## config.mk

```make
export PLATFORM = sky130hd
export DESIGN_NAME = aes_stream_ctrl
export DESIGN_NICKNAME = d
export VERILOG_FILES = /design/src/rtl/aes_stream_pkg.sv /design/src/rtl/aes_word_packer.sv /design/src/rtl/aes_stream_ctrl.sv
export SDC_FILE = /design/constraint.sdc
export NUM_CORES = 1
export LEC_CHECK = 0
export ABC_AREA = 1
export BUFFER_PORTS_ARGS = -buffer_cell sky130_fd_sc_hd__buf_2
export CORE_ASPECT_RATIO = 0.5
export CORE_MARGIN = 1.5
export CORE_UTILIZATION = 60
export CTS_BUF_LIST = sky130_fd_sc_hd__clkbuf_2 sky130_fd_sc_hd__clkbuf_4 sky130_fd_sc_hd__clkbuf_8
export DETAILED_ROUTE_END_ITERATION = 8
export PLACE_DENSITY = 0.81
export REMOVE_ABC_BUFFERS = 1
export SYNTH_ARGS = -nofsm -noshare
export SYNTH_HDL_FRONTEND = slang
export SYNTH_SLANG_ARGS = --single-unit
export TNS_END_PERCENT = 50
```

## constraint.sdc

```tcl
create_clock -name clk -period 2.7 [get_ports clk]
set_input_delay 0.27 -clock clk [delete_from_list [all_inputs] [get_ports clk]]
set_output_delay 0.27 -clock clk [all_outputs]
set_load 0.1 [all_outputs]
```

## src/rtl/aes_stream_pkg.sv

```systemverilog
// Shared types and constants for the AES stream front-end.
// Latency: n/a (types, constants and one elaboration-time helper only).
// Backpressure: n/a.
// Contents: controller state encoding, block geometry, words-per-block helper.
package aes_stream_pkg;

  localparam int BLK_BYTES = 16;
  localparam int BLK_W     = 8 * BLK_BYTES;

  typedef enum logic [2:0] {
    IDLE  = 3'd0,
    LOAD  = 3'd1,
    WAIT  = 3'd2,
    DRAIN = 3'd3,
    FLUSH = 3'd4
  } state_t;

  // Number of stream words that make up one 128-bit block.
  function automatic int words_per_blk(input int data_w);
    return BLK_W / data_w;
  endfunction

endpackage

```

## src/rtl/aes_word_packer.sv

```systemverilog
// Converts between DATA_W-bit stream words and one 128-bit block buffer.
// Latency: 1 cycle from the last word handshake (unpack) or block load (pack) to the flag change.
// Backpressure: unpack mode refuses words while full; pack mode holds its word until the handshake.
// Ports: i_req is in_valid (unpack) or out_ready (pack); i_word shifts in at the bottom;
//        i_ld loads i_ld_dat and sets full=PACK; o_buf is the whole buffer, top word first;
//        o_full is the registered full flag; o_free is high when the buffer is empty or
//        the last word leaves in this cycle.
module aes_word_packer
  import aes_stream_pkg::*;
#(
  parameter int DATA_W = 32,
  parameter bit PACK   = 1'b0
) (
  input  logic              clk,
  input  logic              rst,
  input  logic              i_req,
  input  logic [DATA_W-1:0] i_word,
  input  logic              i_ld,
  input  logic [BLK_W-1:0]  i_ld_dat,
  output logic [BLK_W-1:0]  o_buf,
  output logic              o_full,
  output logic              o_free
);

  localparam int WPB = words_per_blk(DATA_W);
  localparam int CW  = (WPB > 1) ? $clog2(WPB) : 1;

  logic [BLK_W-1:0] r_buf;
  logic             r_full;
  logic [CW-1:0]    r_cnt;

  logic [BLK_W-1:0] w_shifted;
  logic             w_step;
  logic             w_last;

  // Both directions shift left by one word: unpack pushes the new word in at the
  // bottom, pack exposes the next word at the top.
  generate
    if (DATA_W == BLK_W) begin : g_whole
      assign w_shifted = i_word;
    end else begin : g_shift
      assign w_shifted = {r_buf[BLK_W-DATA_W-1:0], i_word};
    end
  endgenerate

  assign w_step = i_req && (PACK ? r_full : !r_full);
  assign w_last = (r_cnt == CW'(WPB - 1));

  always_ff @(posedge clk) begin
    if (rst) begin
      r_buf  <= '0;
      r_full <= 1'b0;
      r_cnt  <= '0;
    end else if (i_ld) begin
      r_buf  <= i_ld_dat;
      r_full <= PACK;
      r_cnt  <= '0;
    end else if (w_step) begin
      r_buf <= w_shifted;
      r_cnt <= w_last ? '0 : r_cnt + 1'b1;
      // The final word flips the flag: fills the input side, empties the output side.
      if (w_last) begin
        r_full <= !r_full;
      end
    end
  end

  assign o_buf  = r_buf;
  assign o_full = r_full;
  // Lets the controller start the next block in the same cycle as the last output handshake.
  assign o_free = !r_full || (w_step && w_last);

endmodule

```

## src/rtl/aes_stream_ctrl.sv

```systemverilog
// Stream front-end for the byte-serial AES-128 core: unpack words, load core, drain, repack.
// Latency: first out word CORE_LAT+17 cycles after LOAD cycle 0; block period >= CORE_LAT+18.
// Backpressure: out_ready low holds the result and blocks the next LOAD; in_ready low when input buffer full.
// Ports: clk/rst (sync, active-high); key_in/key_vld (key latch, IDLE only);
//        in_data/in_valid/in_ready (plaintext words); out_data/out_valid/out_ready (ciphertext words);
//        core_rst/core_key/core_din/core_in_vld/core_dout (core side); busy; blk_cnt (completed blocks).
module aes_stream_ctrl
  import aes_stream_pkg::*;
#(
  parameter int DATA_W   = 32,
  parameter int CORE_LAT = 144,
  parameter int CNT_W    = 16
) (
  input  logic              clk,
  input  logic              rst,
  input  logic [BLK_W-1:0]  key_in,
  input  logic              key_vld,
  input  logic [DATA_W-1:0] in_data,
  input  logic              in_valid,
  output logic              in_ready,
  output logic [DATA_W-1:0] out_data,
  output logic              out_valid,
  input  logic              out_ready,
  output logic              core_rst,
  output logic [7:0]        core_key,
  output logic [7:0]        core_din,
  output logic              core_in_vld,
  input  logic [7:0]        core_dout,
  output logic              busy,
  output logic [CNT_W-1:0]  blk_cnt
);

  // r_cnt counts from LOAD cycle 0 through the end of DRAIN.
  localparam int CW = $clog2(CORE_LAT + BLK_BYTES);

  state_t           r_state;
  state_t           w_state_nxt;
  logic [CW-1:0]    r_cnt;
  logic [BLK_W-1:0] r_key;
  logic [BLK_W-1:0] r_blk;
  logic [CNT_W-1:0] r_blk_cnt;

  logic [BLK_W-1:0] w_in_buf;
  logic [BLK_W-1:0] w_out_buf;
  logic             w_in_full;
  logic             w_in_free;
  logic             w_out_full;
  logic             w_out_free;
  logic             w_go;
  logic             w_flush;

  assign w_go    = (r_state == IDLE) && w_in_full && w_out_free;
  assign w_flush = (r_state == FLUSH);

  aes_word_packer #(.DATA_W(DATA_W), .PACK(1'b0)) u_in_pack (
    .clk      (clk),
    .rst      (rst),
    .i_req    (in_valid),
    .i_word   (in_data),
    .i_ld     (w_go),
    .i_ld_dat ('0),
    .o_buf    (w_in_buf),
    .o_full   (w_in_full),
    .o_free   (w_in_free)
  );

  aes_word_packer #(.DATA_W(DATA_W), .PACK(1'b1)) u_out_pack (
    .clk      (clk),
    .rst      (rst),
    .i_req    (out_ready),
    .i_word   ('0),
    .i_ld     (w_flush),
    .i_ld_dat (r_blk),
    .o_buf    (w_out_buf),
    .o_full   (w_out_full),
    .o_free   (w_out_free)
  );

  assign in_ready  = w_in_free;
  assign out_valid = w_out_full;
  assign out_data  = w_out_buf[BLK_W-1 -: DATA_W];
  assign blk_cnt   = r_blk_cnt;

  // State register.
  always_ff @(posedge clk) begin
    if (rst) begin
      r_state <= IDLE;
    end else begin
      r_state <= w_state_nxt;
    end
  end

  // Next-state logic.
  always_comb begin
    w_state_nxt = r_state;
    case (r_state)
      IDLE:    if (w_go) w_state_nxt = LOAD;
      LOAD:    if (r_cnt == CW'(BLK_BYTES - 1)) w_state_nxt = WAIT;
      WAIT:    if (r_cnt == CW'(CORE_LAT - 1)) w_state_nxt = DRAIN;
      DRAIN:   if (r_cnt == CW'(CORE_LAT + BLK_BYTES - 1)) w_state_nxt = FLUSH;
      FLUSH:   w_state_nxt = IDLE;
      default: w_state_nxt = IDLE;
    endcase
  end

  // Datapath: r_blk holds the plaintext during LOAD (shifted out from the top) and
  // collects ciphertext during DRAIN (shifted in at the bottom), so one register serves both.
  always_ff @(posedge clk) begin
    if (rst) begin
      r_cnt     <= '0;
      r_key     <= '0;
      r_blk     <= '0;
      r_blk_cnt <= '0;
    end else begin
      if ((r_state == IDLE) && key_vld) begin
        r_key <= key_in;
      end
      case (r_state)
        IDLE: begin
          r_cnt <= '0;
          if (w_go) begin
            r_blk <= w_in_buf;
          end
        end
        LOAD: begin
          r_cnt <= r_cnt + 1'b1;
          r_blk <= {r_blk[BLK_W-9:0], 8'h00};
        end
        WAIT: r_cnt <= r_cnt + 1'b1;
        DRAIN: begin
          r_cnt <= r_cnt + 1'b1;
          r_blk <= {r_blk[BLK_W-9:0], core_dout};
        end
        FLUSH: begin
          r_cnt     <= '0;
          r_blk_cnt <= r_blk_cnt + 1'b1;
        end
        default: r_cnt <= '0;
      endcase
    end
  end

  // Outputs. During LOAD r_cnt[3:0] is the byte index; key byte k sits at bits [127-8k -: 8].
  always_comb begin
    core_rst    = 1'b1;
    core_in_vld = 1'b0;
    core_key    = '0;
    core_din    = '0;
    busy        = (r_state != IDLE);
    case (r_state)
      LOAD: begin
        core_rst    = 1'b0;
        core_in_vld = 1'b1;
        core_key    = r_key[{~r_cnt[3:0], 3'b000} +: 8];
        core_din    = r_blk[BLK_W-1 -: 8];
      end
      WAIT, DRAIN: core_rst = 1'b0;
      default: ;
    endcase
  end

endmodule

```

==> results of run 1 <==
-- metal layers --
layer | track usage | up-vias | share of wire
met5 | 0 | - | 0
met4 | 0.153 | 0 | 0.037
met3 | 0.0620 | 208 | 0.073
met2 | 0.531 | 978 | 0.47
met1 | 0.406 | 10477 | 0.42
li1 | - | 10961 | -
-- metrics by stage --
step / cells / utilization / hold WS, ps
floorplan: 2849 / - / 339
global placement: 3627 / 0.646 / 433
detailed placement: 3627 / 0.646 / 443
CTS: 3927 / 0.735 / 6.83
global route: 3931 / 0.735 / 57.5
finish: 3931 / 0.735 / 31.5
-- layout by cell type (no fill, tap or decap), drive strengths merged --
| cell | count |
|---|---|
| nand4 | 2 |
| nand2 | 658 |
| or3 | 1 |
| o211ai | 16 |
| a21oi | 491 |
| buf | 284 |
| diode | 4 |
| nor2 | 51 |
| nor3 | 5 |
| clkbuf | 124 |
| clkinv | 10 |
| dfxtp | 545 |
| a31oi | 95 |
| ha | 4 |
| dlygate4sd3 | 165 |
| a211oi | 3 |
| nand3b | 3 |
| nor3b | 1 |
| nand3 | 265 |
| xor2 | 4 |
| clkinvlp | 2 |
| bufinv | 2 |
| inv | 233 |
| o21a | 1 |
| o21ai | 468 |
-- cell families after synthesis --
| family | count (synthesis) |
|---|---|
| XOR/XNOR | 4 |
| buffers and inverters | 534 |
| adder cells (fa/ha/maj) | 4 |
| AO/OA/AOI/OAI | 1074 |
| flip-flops | 545 |
| AND/OR/NAND/NOR | 986 |
-- critical path, stage by stage (launching register included) --
cell and delay [ps]:
dfxtp_2 360, buf_12 340, o21ai_0 230, nand2_1 110
nand2_1 60, nand2_1 80, inv_1 40, a21oi_1 250
buf_12 220
-- final timing paths --
path | from | end | slack [ps] | cells past startpoint
hold reg to reg | r_cnt[0] | r_cnt[0] | 450 | 1
setup reg to reg | r_state[0] | r_key[75] | 630 | 7
setup / recovery | r_cnt[0] | core_key[5] | 80 | 8
hold / removal | core_dout[2] | r_blk[2] | 30 | 5
-- cell usage after synthesis --
library cell,n,area (sq um)
nor2_2,1,6.26
or3_1,1,6.26
nor2_1,50,188
nand3b_1,3,22.5
nand3_1,264,1320
a21oi_1,491,2460
o21a_1,1,7.51
o21ai_0,467,2340
nand4_1,2,12.5
inv_2,5,18.8
nor3_2,3,30.0
xor2_1,4,35.0
buf_2,77,385
nand2_1,657,2470
a211oi_1,3,22.5
o211ai_1,16,120
nand3_2,1,10.0
nor3_1,2,10.0
buf_1,4,15.0
nand2_2,1,6.26
nor3b_1,1,7.51
a31oi_2,1,12.5
a31oi_1,94,588
inv_1,227,852
clkbuf_1,184,691
ha_1,4,50.1
o21ai_2,1,8.76
clkinv_1,4,15.0
dfxtp_1,545,10900
buf_4,33,248
-- registers in the layout (all words and copies together), names as in the netlist --
signal             flops
blk_cnt               16
r_blk                128
r_cnt                  8
r_key                128
r_state                3
u_in_pack.o_buf      128
u_in_pack.o_full       1
u_in_pack.r_cnt        2
u_out_pack.o_buf     128
u_out_pack.o_full      1
u_out_pack.r_cnt       2
-- cell type report --
class	count	area, sq um
fill	2861	9920
inverter	236	897
clock inverter	11	120
sequential	545	10900
antenna	4	10.0
tap	494	618
clock buffer	124	1530
timing repair buffer	449	3650
multi-input combinational	2068	9810
-- timing repair --
item,in CTS,in global routing
gates resized for setup,4,3
pin swaps,0,0
hold buffers,165,0
setup buffers,0,0
endpoints found under the hold margin,165,0
endpoints found under the setup margin,8,3
-- where the power goes --
part           total (mW)  switching (mW)  internal (mW)
registers            9.76           0.546           9.21
clock network        6.96            3.17           3.79
logic                6.14            4.34           1.80
==> summary.txt, run 1 <==
Run status
  – Status: complete, no violations

Power
  – Overall Power: between 20 and 25 mW
  – LEAKAGE: 10.3 nW
  – Pwr/cell area: just over 800 mW/mm^2
  – Worst vdd ir: about 0.00095 V

Placed design
  – Place WS: ~480 ps
  – GP Congestion: approximately 0.86
  – DP Area: between 0.02 and 0.025 sq mm
  – Port bufs: roughly 240
  – Hpwl dp: 34600 um

Final layout
  – NumNets Final: between 3000 and 4000
  – Area growth syn-to-layout: 20.5%
  – Share of post-route cells with drive strength above 1: 0.130
  – Finished Cell Area: between 0.02 and 0.03 sq mm

Detailed routing
  – DR iter-0 viols: ~2600
  – 1st-pass router iterations: 9
  – Post-DRT Antenna Nets: 0
  – Via/cell ratio: approximately 5.8
  – Final wirelength: 64600 um
  – DRC errors left: 0
  – Avg WL per Cell: roughly 16 um
  – Vias: ~23000

Die
  – Initial Util: 0.610
  – Die Ht: around 140 um
  – Core area: roughly 0.037 sq mm
  – Full die area: slightly below 0.04 sq mm
  – I/O pin cnt: approximately 240
  – Row count: 50
  – Die Width: roughly 280 um

STA
  – Final min period: ~2600 ps
  – Crit share post-route: 0.970
  – Achievable frequency: roughly 380 MHz
  – Slew HR: 0.351
  – Least-Margin Pin Slew: 973 ps
  – # setup viols final: 0
  – Max-slew violation count: 0
  – Final WS setup: roughly 81 ps
  – RSZ-0062 raised after global routing: no
  – Post-Route Skew: between 30 and 40 ps
  – Sum Neg Setup Slack: 0 ps
  – Final Hold Viols: 0

GRT
  – First-pass GRT wire length: 104000 um
  – Largest net degree at the start of global routing: between 200 and 250
  – Vias in the first global route: 21263
  – Total congestion overflow: 0
  – GRT Util Overall: 0.321
  – Initial antenna violation count: 3

Synth
  – Adder-cell share of the synthesized area: 0.00219
  – Post-synthesis cell area: roughly 0.023 sq mm
  – Largest family of logic cells by synthesized area: compound AO/OA/AOI/OAI gates
  – Mean area per synthesized cell: 7.26 sq um
  – Synth warnings: 0
  – Synth Area in XOR/XNOR: 0.00153
  – Synth cell types: 30
  – Compound-Gate Fraction of Synth Area: 0.243
  – Synthesized flop and latch total: 545
  – Multiplexer area fraction after synthesis: 0
  – Register area share after synthesis: 0.477
  – Synth Area in Simple Gates: 0.179
  – Syn Inst Count: 3147

Worst hold path
  – Hold crit path type: primary input to register

Critical path
  – Worst Setup End Kind: output pin
  – CP Class: register to output pin
  – Worst setup SP type: register
  – CP max FO: 97
  – Critical path required time: approximately 2400 ps
  – CP Data Arrival Time: approximately 2400 ps

CTS
  – CTS clk-pin slew, worst paths: 70 ps
  – CTS tree: yes
  – Clk sinks: 545
  – CTS Buffer Depth: 3
  – Clock Latency Late Sink: ~650 ps
  – Root Driver: clkbuf_8
  – H-tree levels: 3
  – CTS Buf Count: 75

Job
  – Max Cap Violations: 0
Note: power is estimated with default switching activity, not from simulation.
==> run 2, diff against run 1 <==
--- a/config.mk
+++ b/config.mk
@@ -5,7 +5,6 @@
 export SDC_FILE = /design/constraint.sdc
 export NUM_CORES = 1
 export LEC_CHECK = 0
-export ABC_AREA = 1
 export BUFFER_PORTS_ARGS = -buffer_cell sky130_fd_sc_hd__buf_2
 export CORE_ASPECT_RATIO = 0.5
 export CORE_MARGIN = 1.5
==> constraint.sdc (replaced) <==
create_clock -name clk -period 2.7 [get_ports clk]
set_input_delay 0 -clock clk [delete_from_list [all_inputs] [get_ports clk]]
set_output_delay 0 -clock clk [all_outputs]
set_load 0.1 [all_outputs]
==> run 2 against run 1 <==
- wire length increased by 7.4%
- design area increased by 4.3%
- highest routed layer unchanged
- setup slack worse by 14 ps
- sequential power up 7%
==> summary.txt, run 2 <==
Run status
  – Status: complete, no violations

Synth
  – Synth top area share: 0.470
  – Post-synthesis cell area: 0.0232 sq mm
  – Register area share after synthesis: 0.470
  – Synth cell types: 50
  – Synth warnings: 0
  – EDFF count, synth: 0
  – Mean area per synthesized cell: ~8.5 sq um
  – Area leader, netlist: dfxtp_1
  – Top cells by area, synth: dfxtp_1 47%, nand2_1 11%, mux2i_1 6.9%
  – Top-count cell post-synth: nand2_1
  – Ys async rst share: 0
  – Syn Inst Count: between 2000 and 3000
  – Synthesized flop and latch total: 545
  – Most frequent cells after synthesis: 671 x nand2_1, 545 x dfxtp_1, 303 x a21oi_1, 246 x nor2_1, 161 x mux2i_1
  – Ys flop type: dfxtp_1

Critical path
  – Worst Setup End Kind: output pin
  – Critical path required time: between 2000 and 3000 ps
  – Cell Chain, Critical Path: buf_12, mux2i_1, nand2b_1, a32o_1, o32ai_1, buf_12
  – Crit-path slowest cell: dfxtp_2
  – CP max FO: 25
  – Worst setup SP type: register
  – CP Class: register to output pin
  – Max stage delay on crit path: 480 ps
  – CP Data Arrival Time: 2630 ps
  – Worst path most repeated cell: buf_12

STA
  – Final WS setup: approximately 67 ps
  – Final min period: approximately 2600 ps
  – Final Hold Viols: 0
  – Achievable frequency: 380 MHz
  – Post-Route Skew: 67.1 ps
  – Least-Margin Pin Slew: between 900 and 1000 ps
  – Max-slew violation count: 0
  – Slew HR: 0.346
  – # setup viols final: 0
  – Crit share post-route: 0.975

Die
  – Initial Util: 0.615
  – Die Ht: around 140 um
  – Row count: 50
  – Full die area: ~0.04 sq mm
  – I/O pin cnt: ~240
  – Die Width: 281 um
  – Core area: 0.0378 sq mm

Power
  – Pwr/cell area: about 860 mW/mm^2
  – LEAKAGE: roughly 10 nW
  – Worst vdd ir: between 0.0007 and 0.0008 V

CTS
  – Clock Latency Late Sink: roughly 680 ps
  – CTS Buffer Depth: 3
  – H-tree levels: 3
  – Clk sinks: roughly 550
  – Root Driver: clkbuf_8
  – CTS Buf Count: 75
  – CTS tree: yes
  – CTS clk-pin slew, worst paths: 90 ps

GRT
  – M1 GR Usage: 0.397
  – Initial antenna violation count: 0
  – Total congestion overflow: 0
  – Largest net degree at the start of global routing: roughly 160
  – M2 GR Usage: 0.555
  – Vias in the first global route: around 21000
  – GR peak layer: met2
  – GRT Util Overall: 0.334
  – Met3 Use GR: 0.0801
  – First-pass GRT wire length: approximately 110000 um

Final layout
  – Most frequent cells in the layout: 667 x nand2_1, 541 x dfxtp_1, 303 x a21oi_1
  – Share of post-route cells with drive strength above 1: 0.184
  – Fin cells: ~3600
  – Area growth syn-to-layout: 23.7%
  – NumNets Final: 3211
  – Most common cell after layout, fill and taps aside: nand2_1

Placed design
  – GP Congestion: ~0.81
  – Placed cell count: between 3000 and 4000
  – Hpwl dp: around 35000 um
  – Port bufs: 241
  – Place WS: around 470 ps

Detailed routing
  – DRC errors left: 0
  – 1st-pass router iterations: 7
  – DR iter-0 viols: ~2100
  – Via/cell ratio: approximately 6
  – Vias: between 20000 and 25000
  – Final wirelength: ~69000 um
  – Post-DRT Antenna Nets: 0
  – Avg WL per Cell: between 15 and 20 um

Job
  – Max Cap Violations: 0

Worst hold path
  – Hold crit path type: primary input to register
-- run 2: changes by cell type after synthesis, sizes merged, moves of 131 or more --
cell,change
o21ai,-454
inv,-227
nor2,+195
a21oi,-188
mux2i,+161
nand3,-131
-- run 2: path summary, 6_finish.rpt --
kind / cells after the start / start / to / slack, ps
max: 6 / r_cnt[0] / core_key[3] / 70
min: 4 / key_in[76] / r_key[76] / 140
max reg2reg: 6 / r_state[2] / r_key[92] / 130
min reg2reg: 2 / r_key[40] / r_key[40] / 450
-- run 2: what timing repair did --
action                                  in CTS  in global routing
gates resized for setup                      3                  5
endpoints found under the setup margin       2                 30
cloned                                       0                  1
endpoints found under the hold margin      216                  0
hold buffers                               229                  0
buffers inserted                             0                  3
pin swaps                                    0                  2
-- run 2: report_power, final --
part	internal [mW]	switching, mW
registers	9.31	1.07
logic	2.87	4.20
clock network	3.92	3.29
total	16.1	8.56
-- run 2: cell families after synthesis --
family | share of synthesized area
simple gates | 0.198
mux | 0.0849
xor+xnor | 0.00603
fa+ha+maj | 0.00216
buf+inv | 0.0584
compound gates | 0.181
flops | 0.470
-- run 2: layout make-up --
type | instances | area, sq um
Multi-Input combinational cell | 1890 | 11100
Antenna cell | 2 | 5.00
Timing Repair Buffer | 516 | 4360
Sequential cell | 545 | 10900
Inverter | 6 | 22.5
Fill cell | 2443 | 9050
Clock inverter | 19 | 213
Clock buffer | 116 | 1490
Tap cell | 520 | 651
-- run 2: worst max-delay path, delay by kind of cell (launching register included) --
family | cells | cell delay (ps)
multiplexers | 1 | 150
flip-flops | 1 | 480
buffers and inverters | 2 | 500
AND/OR/NAND/NOR | 1 | 180
AO/OA/AOI/OAI | 2 | 690
-- run 2: layer usage --
layer  vias up  share of wire
li1       9988              -
met3       327          0.076
met4         0          0.053
met2      1072           0.47
met1     10403           0.40
met5         -              0
-- run 2: metrics by stage --
step	TNS, ps	util	cell area (sq um)	total power, mW	hold WS (ps)
after global placement	0	0.653	24700	16.5	241
final	0	0.760	28700	24.7	143
after detailed placement	0	0.653	24700	16.7	246
after floorplan	-2389190	-	21900	13.0	64.6
after global routing	-17.0	0.760	28700	25.7	123
after CTS	-24.9	0.759	28700	24.2	108
